<file path="config.mk">
export PLATFORM = sky130hd
export DESIGN_NAME = rd_sched
export DESIGN_NICKNAME = d
export VERILOG_FILES = /design/src/rtl/rd_pkg.sv /design/src/rtl/rd_sched_rr_arbiter.sv /design/src/rtl/rd_sched.sv
export SDC_FILE = /design/constraint.sdc
export NUM_CORES = 1
export LEC_CHECK = 0
export BUFFER_PORTS_ARGS = -buffer_cell sky130_fd_sc_hd__buf_4
export CAP_MARGIN = 20
export CORE_AREA = 2 2 194 196
export CTS_BUF_LIST = sky130_fd_sc_hd__clkbuf_4 sky130_fd_sc_hd__clkbuf_8
export DETAILED_ROUTE_END_ITERATION = 8
export DIE_AREA = 0 0 196 198
export PLACE_DENSITY = 0.41
export RECOVER_POWER = 50
export SYNTH_ARGS = -nofsm -noshare
export SYNTH_HDL_FRONTEND = slang
export SYNTH_HIERARCHICAL = 1
export SYNTH_SLANG_ARGS = --single-unit
</file>
<file path="constraint.sdc">
create_clock -name clk -period 3.3 [get_ports clk]
set_input_delay 0.66 -clock clk [delete_from_list [all_inputs] [get_ports clk]]
set_output_delay 0.66 -clock clk [all_outputs]
set_load 0.005 [all_outputs]
</file>
<file path="src/rtl/rd_pkg.sv">
// Shared types for the round-robin read descriptor scheduler.
package rd_pkg;

    typedef enum logic [1:0] {
        IDLE    = 2'd0,
        ISSUE   = 2'd1,
        WAIT    = 2'd2,
        RELEASE = 2'd3
    } sched_state_e;

    localparam int DESC_W = 96;

    typedef struct packed {
        logic [31:0] control;
        logic [31:0] addr;
        logic [31:0] len;
    } desc_t;

endpackage

</file>
<file path="src/rtl/rd_sched_rr_arbiter.sv">
// Combinational round-robin pick: the first set req bit after ptr wins, wrapping modulo NUM_REQ.
module rr_arbiter
    import rd_pkg::*;
#(
    parameter int NUM_REQ = 4,
    parameter int ID_W    = $clog2(NUM_REQ)
) (
    input  logic [NUM_REQ-1:0] req,
    input  logic [ID_W-1:0]    ptr,
    output logic [NUM_REQ-1:0] grant,
    output logic [ID_W-1:0]    grant_idx,
    output logic               any_req
);

    logic            found;
    logic [ID_W-1:0] idx;

    always_comb begin
        grant     = '0;
        grant_idx = '0;
        found     = 1'b0;
        idx       = '0;
        // ptr itself is the last served requester, so it is searched last.
        for (int i = 1; i <= NUM_REQ; i++) begin
            idx = ID_W'((int'(ptr) + i) % NUM_REQ);
            if (!found && req[idx]) begin
                found      = 1'b1;
                grant[idx] = 1'b1;
                grant_idx  = idx;
            end
        end
    end

    assign any_req = |req;

endmodule

</file>
<file path="src/rtl/rd_sched.sv">
// Round-robin descriptor scheduler feeding the packet reader; one descriptor in flight at a time.
// Optional WAIT watchdog is compiled in with `define SCHED_TIMEOUT_EN.
module rd_sched
    import rd_pkg::*;
#(
    parameter int NUM_REQ     = 4,
`ifdef SCHED_TIMEOUT_EN
    parameter int TIMEOUT_CYC = 4096,
`endif
    parameter int ID_W        = $clog2(NUM_REQ)
) (
    input  logic                  clk,
    input  logic                  reset,
    input  logic [NUM_REQ-1:0]    req_valid,
    input  logic [NUM_REQ*32-1:0] req_control,
    input  logic [NUM_REQ*32-1:0] req_addr,
    input  logic [NUM_REQ*32-1:0] req_len,
    output logic [NUM_REQ-1:0]    req_ready,
    output logic [NUM_REQ-1:0]    req_done,
    output logic                  rd_start,
    output logic [31:0]           rd_control,
    output logic [31:0]           rd_pkt_addr,
    output logic [31:0]           rd_pkt_len,
    input  logic                  rd_done,
    output logic                  busy,
    output logic [ID_W-1:0]       grant_id,
    output logic                  err_timeout
);

    sched_state_e         state, state_nxt;
    logic [ID_W-1:0]      ptr;
    logic [ID_W-1:0]      gid;
    logic [NUM_REQ-1:0]   gid_onehot;
    desc_t                desc, desc_sel;
    logic [NUM_REQ-1:0]   arb_grant;
    logic [ID_W-1:0]      arb_idx;
    logic                 arb_any;
    logic                 wait_expired;

    rr_arbiter #(
        .NUM_REQ (NUM_REQ),
        .ID_W    (ID_W)
    ) u_arb (
        .req       (req_valid),
        .ptr       (ptr),
        .grant     (arb_grant),
        .grant_idx (arb_idx),
        .any_req   (arb_any)
    );

    always_comb begin
        desc_sel = '0;
        for (int i = 0; i < NUM_REQ; i++) begin
            if (arb_grant[i]) begin
                desc_sel.control = desc_sel.control | req_control[32*i +: 32];
                desc_sel.addr    = desc_sel.addr    | req_addr[32*i +: 32];
                desc_sel.len     = desc_sel.len     | req_len[32*i +: 32];
            end
        end
    end

    assign gid_onehot = NUM_REQ'(1) << gid;

    // Handshake: a requester holds req_valid and its descriptor stable until its
    // req_ready pulse; ready pulses once per descriptor, in the cycle after capture.
    always_comb begin
        state_nxt = state;
        req_ready = '0;
        req_done  = '0;
        rd_start  = 1'b0;
        case (state)
            IDLE: begin
                if (arb_any) state_nxt = ISSUE;
            end
            ISSUE: begin
                req_ready = gid_onehot;
                if (desc.len != '0) begin
                    rd_start  = 1'b1;
                    state_nxt = WAIT;
                end else begin
                    state_nxt = RELEASE;
                end
            end
            WAIT: begin
                if (rd_done || wait_expired) state_nxt = RELEASE;
            end
            RELEASE: begin
                req_done  = gid_onehot;
                state_nxt = IDLE;
            end
            default: state_nxt = IDLE;
        endcase
    end

    always_ff @(posedge clk) begin
        if (!reset) begin
            state <= IDLE;
            ptr   <= ID_W'(NUM_REQ - 1);
            gid   <= '0;
            desc  <= '0;
        end else begin
            state <= state_nxt;
            if (state == IDLE && arb_any) begin
                desc <= desc_sel;
                gid  <= arb_idx;
            end
            if (state == RELEASE) ptr <= gid;
        end
    end

`ifdef SCHED_TIMEOUT_EN
    localparam int CNT_W = $clog2(TIMEOUT_CYC) + 1;

    logic [CNT_W-1:0] wait_cnt;
    logic             err_q;

    assign wait_expired = (wait_cnt == CNT_W'(TIMEOUT_CYC - 1));

    // ISSUE is the only way into WAIT, so clearing there clears on WAIT entry.
    always_ff @(posedge clk) begin
        if (!reset) begin
            wait_cnt <= '0;
            err_q    <= 1'b0;
        end else begin
            if (state == ISSUE) wait_cnt <= '0;
            else if (state == WAIT) wait_cnt <= wait_cnt + 1'b1;
            if (state == WAIT && wait_expired && !rd_done) err_q <= 1'b1;
        end
    end

    assign err_timeout = err_q;
`else
    assign wait_expired = 1'b0;
    assign err_timeout  = 1'b0;
`endif

    assign busy        = (state != IDLE);
    assign grant_id    = gid;
    assign rd_control  = desc.control;
    assign rd_pkt_addr = desc.addr;
    assign rd_pkt_len  = desc.len;

endmodule

</file>
== Yosys cells after proc, flatten, opt, wreduce, memory -nomap -nowiden ==
Index checks and enable logic that the tools add are counted.

* Word-level logic and storage cells: 91
* Memory bits (read-only): 0
* RAM bits: 0
* Latch bits: 0
* Output and inout port bits: 109
* Memories: 0
* Flip-flop bits (word level): 102

* Add/subtract/negate cells: 4
* $lt $le $gt $ge: 8
* Multiply operators: 0
* Reductions and logical operators: 16
* Bitwise logic cells: 12
* Equal/unequal tests: 5
* Mux-type cells: 39
* Shift-type cells: 1
* Divide/modulo/power cells: 0

{| class="wikitable"
|+ Operators by type and width
! kind !! count
|-
| $mux 96 || 4
|-
| $or 32x32->32 || 9
|-
| $reduce_bool 32->1 || 1
|-
| $mux 4 || 6
|-
| $mux 1 || 14
|-
| $lt 2x3->1 const B || 4
|-
| $mux 2 || 6
|-
| $or 4x4->4 || 3
|-
| $bmux 1 s2 || 4
|-
| $demux 1 s2 || 4
|-
| $ge 2x1->1 const B || 4
|-
| $logic_and 1x1->1 || 8
|-
| $pmux 2 s4 || 1
|-
| $add 2x1->2 const B || 2
|-
| $add 2x2->2 const B || 2
|-
| $eq 2x2->1 const B || 2
|-
| $ne 2x2->1 const B || 2
|-
| $reduce_or 4->1 || 1
|-
| $shl 1x2->4 const A || 1
|-
| $logic_not 1->1 || 3
|-
| $eq 2x1->1 const B || 1
|-
| $logic_not 2->1 || 1
|-
| $reduce_and 2->1 || 1
|-
| $reduce_bool 2->1 || 1
|}

== Logic depth before layout (Yosys ltp) ==
* Depth after elaboration: 20
* Mapped depth: 13

== Modules after synthesis ==
The synthesis kept the hierarchy.

{| class="wikitable"
|+ Modules (own cells, without submodules)
! module !! times used !! area an instance (um2) !! cells an instance !! seq. area each (um2)
|-
| rd_sched || 1 || 5323.9 || 617 || 2042.0
|-
| rr_arbiter || 1 || 540.5 || 70 || 0.0
|}

== Worst setup path before layout ==
No wires, ideal clock.

* Kind: flip-flop to flip-flop
* From: reg ptr[0]
* To: reg desc (netlist bit rd_control[4])
* Library setup time: 127 ps
* Path slack: 298 ps
* Clock period less this slack: 3002 ps
* Arrival: 2876 ps
* Path buffers: 5
* Stages on the path, launching flop included: 14
* Path through: dfxtp_1 > buf_6 > inv_1 > ha_1 > clkbuf_1 > mux4_2 > nand2_1 > o21ai_1 > a221o_1 > buf_2 > buf_2 > buf_2 > a22oi_1 > a31oi_1

{| class="wikitable"
|+ RTL lines
! element !! RTL line !! text
|-
| start: declaration || rd_sched.sv:31 || <nowiki>logic [ID_W-1:0] ptr;</nowiki>
|-
| start signal: assignment || rd_sched.sv:98 || <nowiki>ptr <= ID_W'(NUM_REQ - 1);</nowiki>
|-
| start signal: assignment || rd_sched.sv:107 || <nowiki>if (state == RELEASE) ptr <= gid;</nowiki>
|-
| parallel branches: the longest is 12 deep, another holds $lt 2x3->1 || n/a ||
|-
| $mux 4 (*) || rd_sched_rr_arbiter.sv:26 || <nowiki>if (!found && req[idx]) begin</nowiki>
|-
| named net arb_grant[1] || rd_sched.sv:35 || <nowiki>logic [NUM_REQ-1:0] arb_grant;</nowiki>
|-
| $mux 96 (*) || rd_sched.sv:54 || <nowiki>if (arb_grant[i]) begin</nowiki>
|-
| $or 32x32->32 || rd_sched.sv:55 || <nowiki>desc_sel.control = desc_sel.control | req_control[32*i +: 32];</nowiki>
|-
| $mux 96 (*) || rd_sched.sv:54 ||
|-
| $or 32x32->32 || rd_sched.sv:55 ||
|-
| $mux 96 (*) || rd_sched.sv:54 ||
|-
| end signal: assignment || rd_sched.sv:104 || <nowiki>desc <= desc_sel;</nowiki>
|-
| end: declaration || rd_sched.sv:34 || <nowiki>desc_t desc, desc_sel;</nowiki>
|}

Mark *: on every way through the listed nets, which the timed path passes. The select of a mux whose other input is x is not followed.
A chain may end at the register's enable or synchronous reset.

== Worst setup path after layout ==
* From: reg ptr[0]
* To: reg desc (netlist bit rd_control[17])

* Longest elaborated chain between the ends: 20

{| class="wikitable"
|+ RTL lines
! element !! RTL line
|-
| parallel branches: the longest is 12 deep, another holds $lt 2x3->1 || n/a
|-
| $mux 4 (*) || rd_sched_rr_arbiter.sv:26
|-
| named net arb_grant[0] || rd_sched.sv:35
|-
| $mux 96 (*) || rd_sched.sv:54
|-
| $or 32x32->32 || rd_sched.sv:55
|-
| $mux 96 (*) || rd_sched.sv:54
|-
| $or 32x32->32 || rd_sched.sv:55
|-
| $mux 96 (*) || rd_sched.sv:54
|-
| $or 32x32->32 || rd_sched.sv:55
|-
| $mux 96 (*) || rd_sched.sv:54
|}

Marks and branches as above.

==> metrics.cfg <==
[final_layout]
syn_to_final_growth_pct = 72.20
drive_gt1_share_pct = 43.75
final_nets = 1536
final_cell_mix = 412 x buf_4, 193 x a22oi_1, 102 x dfxtp_1
layout_commonest_cell = buf_4
multi_input_area_um2 = 3376
fin_util_pct = 27.33
n_fill_cell = 4062
regArea_um2 = 2042

[setup_path]
crit_type = reg -> reg
r2r_end = rd_control[17]
rr_worst_depth = 9
cp_data_arrival_time_ns = 3.12
start_kind = flip-flop
ff2ff_setup_slack_ns = 0.42
cp.buffers_inverters = 3
critPathMaxFanout = 29
path_delay_family = compound AO/OA/AOI/OAI gates
worst_ep_required_time_ns = 3.54
end_kind = flip-flop
path_cells = inv_1 > ha_1 > buf_4 > a221oi_2 > a211oi_4 > a221o_4 > buf_4 > a22oi_1 > a31oi_1
r2r-start = ptr[0]
critPathMaxStageDelay_ns = 0.63
cp_slowest_cell = a221o_4
crit_top_cell = buf_4

[routing]
met1_length_um = 14190
route.detailed.drc = 0
wl_per_cell_um = 20.89
finalWirelength_um = 33660
routed-via-count = 7622
drt_iter0_markers = 423
first_pass_iters = 4
maxUsedRoutingLayer = met4
ant_nets = 0
avgViaCountPerCell = 4.731
wl_met3_um = 2028
met2_length_um = 16790

[synthesis]
ys_ff_latch = 102
yosys_warnings = 6
synth.distinct_cells = 45
synth_compound_area_share_pct = 46.75
synth_edf_count = 0
synth_top_family_by_area = compound AO/OA/AOI/OAI gates
synth_nets = 1091
synth_fa_ha_area_share_pct = 2.774
synth_area_um2 = 5864
muxShareOfSynthArea_pct = 1.643
yosys_most_used_dff = dfxtp_1
seq_area_frac_synth_pct = 34.82
synth_xor_area_share_pct = 0
avgSynthCellArea_um2 = 8.536
async_reset_ff_share_pct = 0
postSynthCellCount = 687
yosys.area_share.simple_pct = 5.654

[clock_network]
post_cts_buffers = 0
clockBufferDepth = 2
cts_sinks = 102
numCtsBuffers = 9
clk_latency_ns = 0.42
htreeDepth = 3
cts_root_buf = clkbuf_8
path_clk_slew_ns = 0.11
cts_resized = 0
holdBufCountCts = 0
cts_tree = built

[global_routing]
grt_overflow = 0
grt_max_degree = 80
grt_first_pass_wirelength_um = 48280
grt_pass1_vias = 7549
track_usage_pct = 16.56
antenna_found_initial = 0

[floorplanning]
core_area_um2 = 36960
die_height_um = 198
dieWidth_um = 196
initial_core_util_pct = 15.87
rows = 71
die_area_um2 = 38810
io_pins = 500

[sta]
fin_worst_hold_slack_ns = 0.5151
setup_viol = 0
drv_slew = 78
fin_crit_sh_pct = 87.39
max_freq_mhz = 346.7
rsz0062_at_grt = no
hold_viol = 0
skew_ns = 0.01361
fin_setup_tns_ns = 0
worst_slew_pin_slew_ns = 1.514
max_slew_margin_pct = -0.9351
period_minus_slack_ns = 2.884

[placed_design]
routabilityCongestion = 0.7923
portBuffers = 498
dp_hpwl_um = 25040

[outcome]
outcome = complete, but fails checks
violations = capacitance limit, slew limit

[worst_hold_path]
hold_depth = 2
hold_class = reg -> reg
worst_hold_startpoint = ptr[0]
hold_end = ptr[0]

[power]
p_leak_nw = 4.205
cellPowerDensity_nw_per_um2 = 750.9
peakVddDrop_v = 0.0002791

[flow_run]
cap_violations = 1

per-stage QoR:
| stage | cell area [um^2] | total power [mW] | cells | worst slack [ns] |
|---|---|---|---|---|
| finish | 10100 | 7.583 | 1611 | 0.4160 |
| global route | 10100 | 8.217 | 1610 | 0.2345 |
| CTS | 10290 | 7.995 | 1610 | 0.3862 |
| global placement | 10060 | 6.962 | 1595 | 0.3139 |
| detailed placement | 10060 | 6.948 | 1595 | 0.2724 |
| floorplan | 5864 | 4.637 | 687 | 0.2979 |
registers in the layout, indices dropped and copies added, names as in the netlist:
name and cells:
rd_control 32, rd_pkt_addr 32, rd_pkt_len 32, grant_id 2, ptr 2, state 2
where the power goes:
part | leakage (nW) | total, mW | switching (mW) | internal [mW]
clock | 0.112 | 0.987 | 0.513 | 0.474
sequential | 0.847 | 2.23 | 0.401 | 1.83
combinational | 3.25 | 4.37 | 2.46 | 1.91
total | 4.21 | 7.58 | 3.37 | 4.21
cell usage after synthesis, types with 2 or more instances:
cell | instances | area share [%]
a21oi_1 | 3 | 0.26
o211ai_1 | 2 | 0.26
a31oi_1 | 96 | 10
a221o_1 | 4 | 0.68
buf_6 | 8 | 1.5
and3b_1 | 2 | 0.30
dfxtp_1 | 102 | 35
and3_1 | 3 | 0.32
a21boi_0 | 2 | 0.26
mux2i_1 | 4 | 0.68
a22oi_1 | 193 | 25
nor2b_1 | 5 | 0.53
nand4_1 | 3 | 0.32
nand2b_1 | 2 | 0.21
nor4_1 | 8 | 0.85
clkbuf_1 | 34 | 2.2
buf_2 | 38 | 3.2
nor2_1 | 7 | 0.45
o21ai_1 | 42 | 3.6
buf_4 | 5 | 0.64
mux4_2 | 2 | 0.77
nand2_1 | 18 | 1.2
o21ai_0 | 61 | 5.2
ha_1 | 13 | 2.8
inv_1 | 7 | 0.45
nor3b_1 | 4 | 0.51
cell families (layout without fill, tap and decap cells):
group	after synthesis	in the layout
AOI/OAI and AO/OA	411	411
DFF	102	102
buffers and inverters	93	542
and+or+nand+nor	60	60
adders and majority gates	13	13
muxes	7	7
other	1	2
worst max-delay path by stage:
stage	from	slack (ns)	cells after the start	endpoint
after detailed placement	req_valid[1]	0.27	7	rd_pkt_len[20]
after global placement	req_valid[2]	0.31	8	rd_control[25]
final	ptr[0]	0.42	9	rd_control[17]
after CTS	rd_pkt_len[26]	0.39	5	rd_start
after global routing	ptr[0]	0.23	7	rd_pkt_len[24]
after floorplan	ptr[0]	0.30	13	rd_control[4]
worst min-delay path: cells and delay by family, from the launching register on:
| kind | cells | cell delay [ns] |
|---|---|---|
| flip-flops | 1 | 0.36 |
| multiplexers | 1 | 0.07 |
| AND/OR/NAND/NOR | 1 | 0.05 |
layer usage:
metal	GRT usage, %	up-vias
met3	3.969	35
li1	-	3647
met4	4.714	0
met5	0	-
met1	20.53	3648
met2	28.52	292
layout make-up:
| cell class | count | area share [%] |
|---|---|---|
| clock buffer | 12 | 1.574 |
| tap | 474 | 5.873 |
| timing repair buffer | 520 | 37.95 |
| multi-input combinational | 492 | 33.43 |
| sequential | 102 | 20.22 |
| antenna | 1 | 0.02478 |
| clock inverter | 3 | 0.6691 |
| inverter | 7 | 0.2602 |
Power figures use the tool's default switching activity.
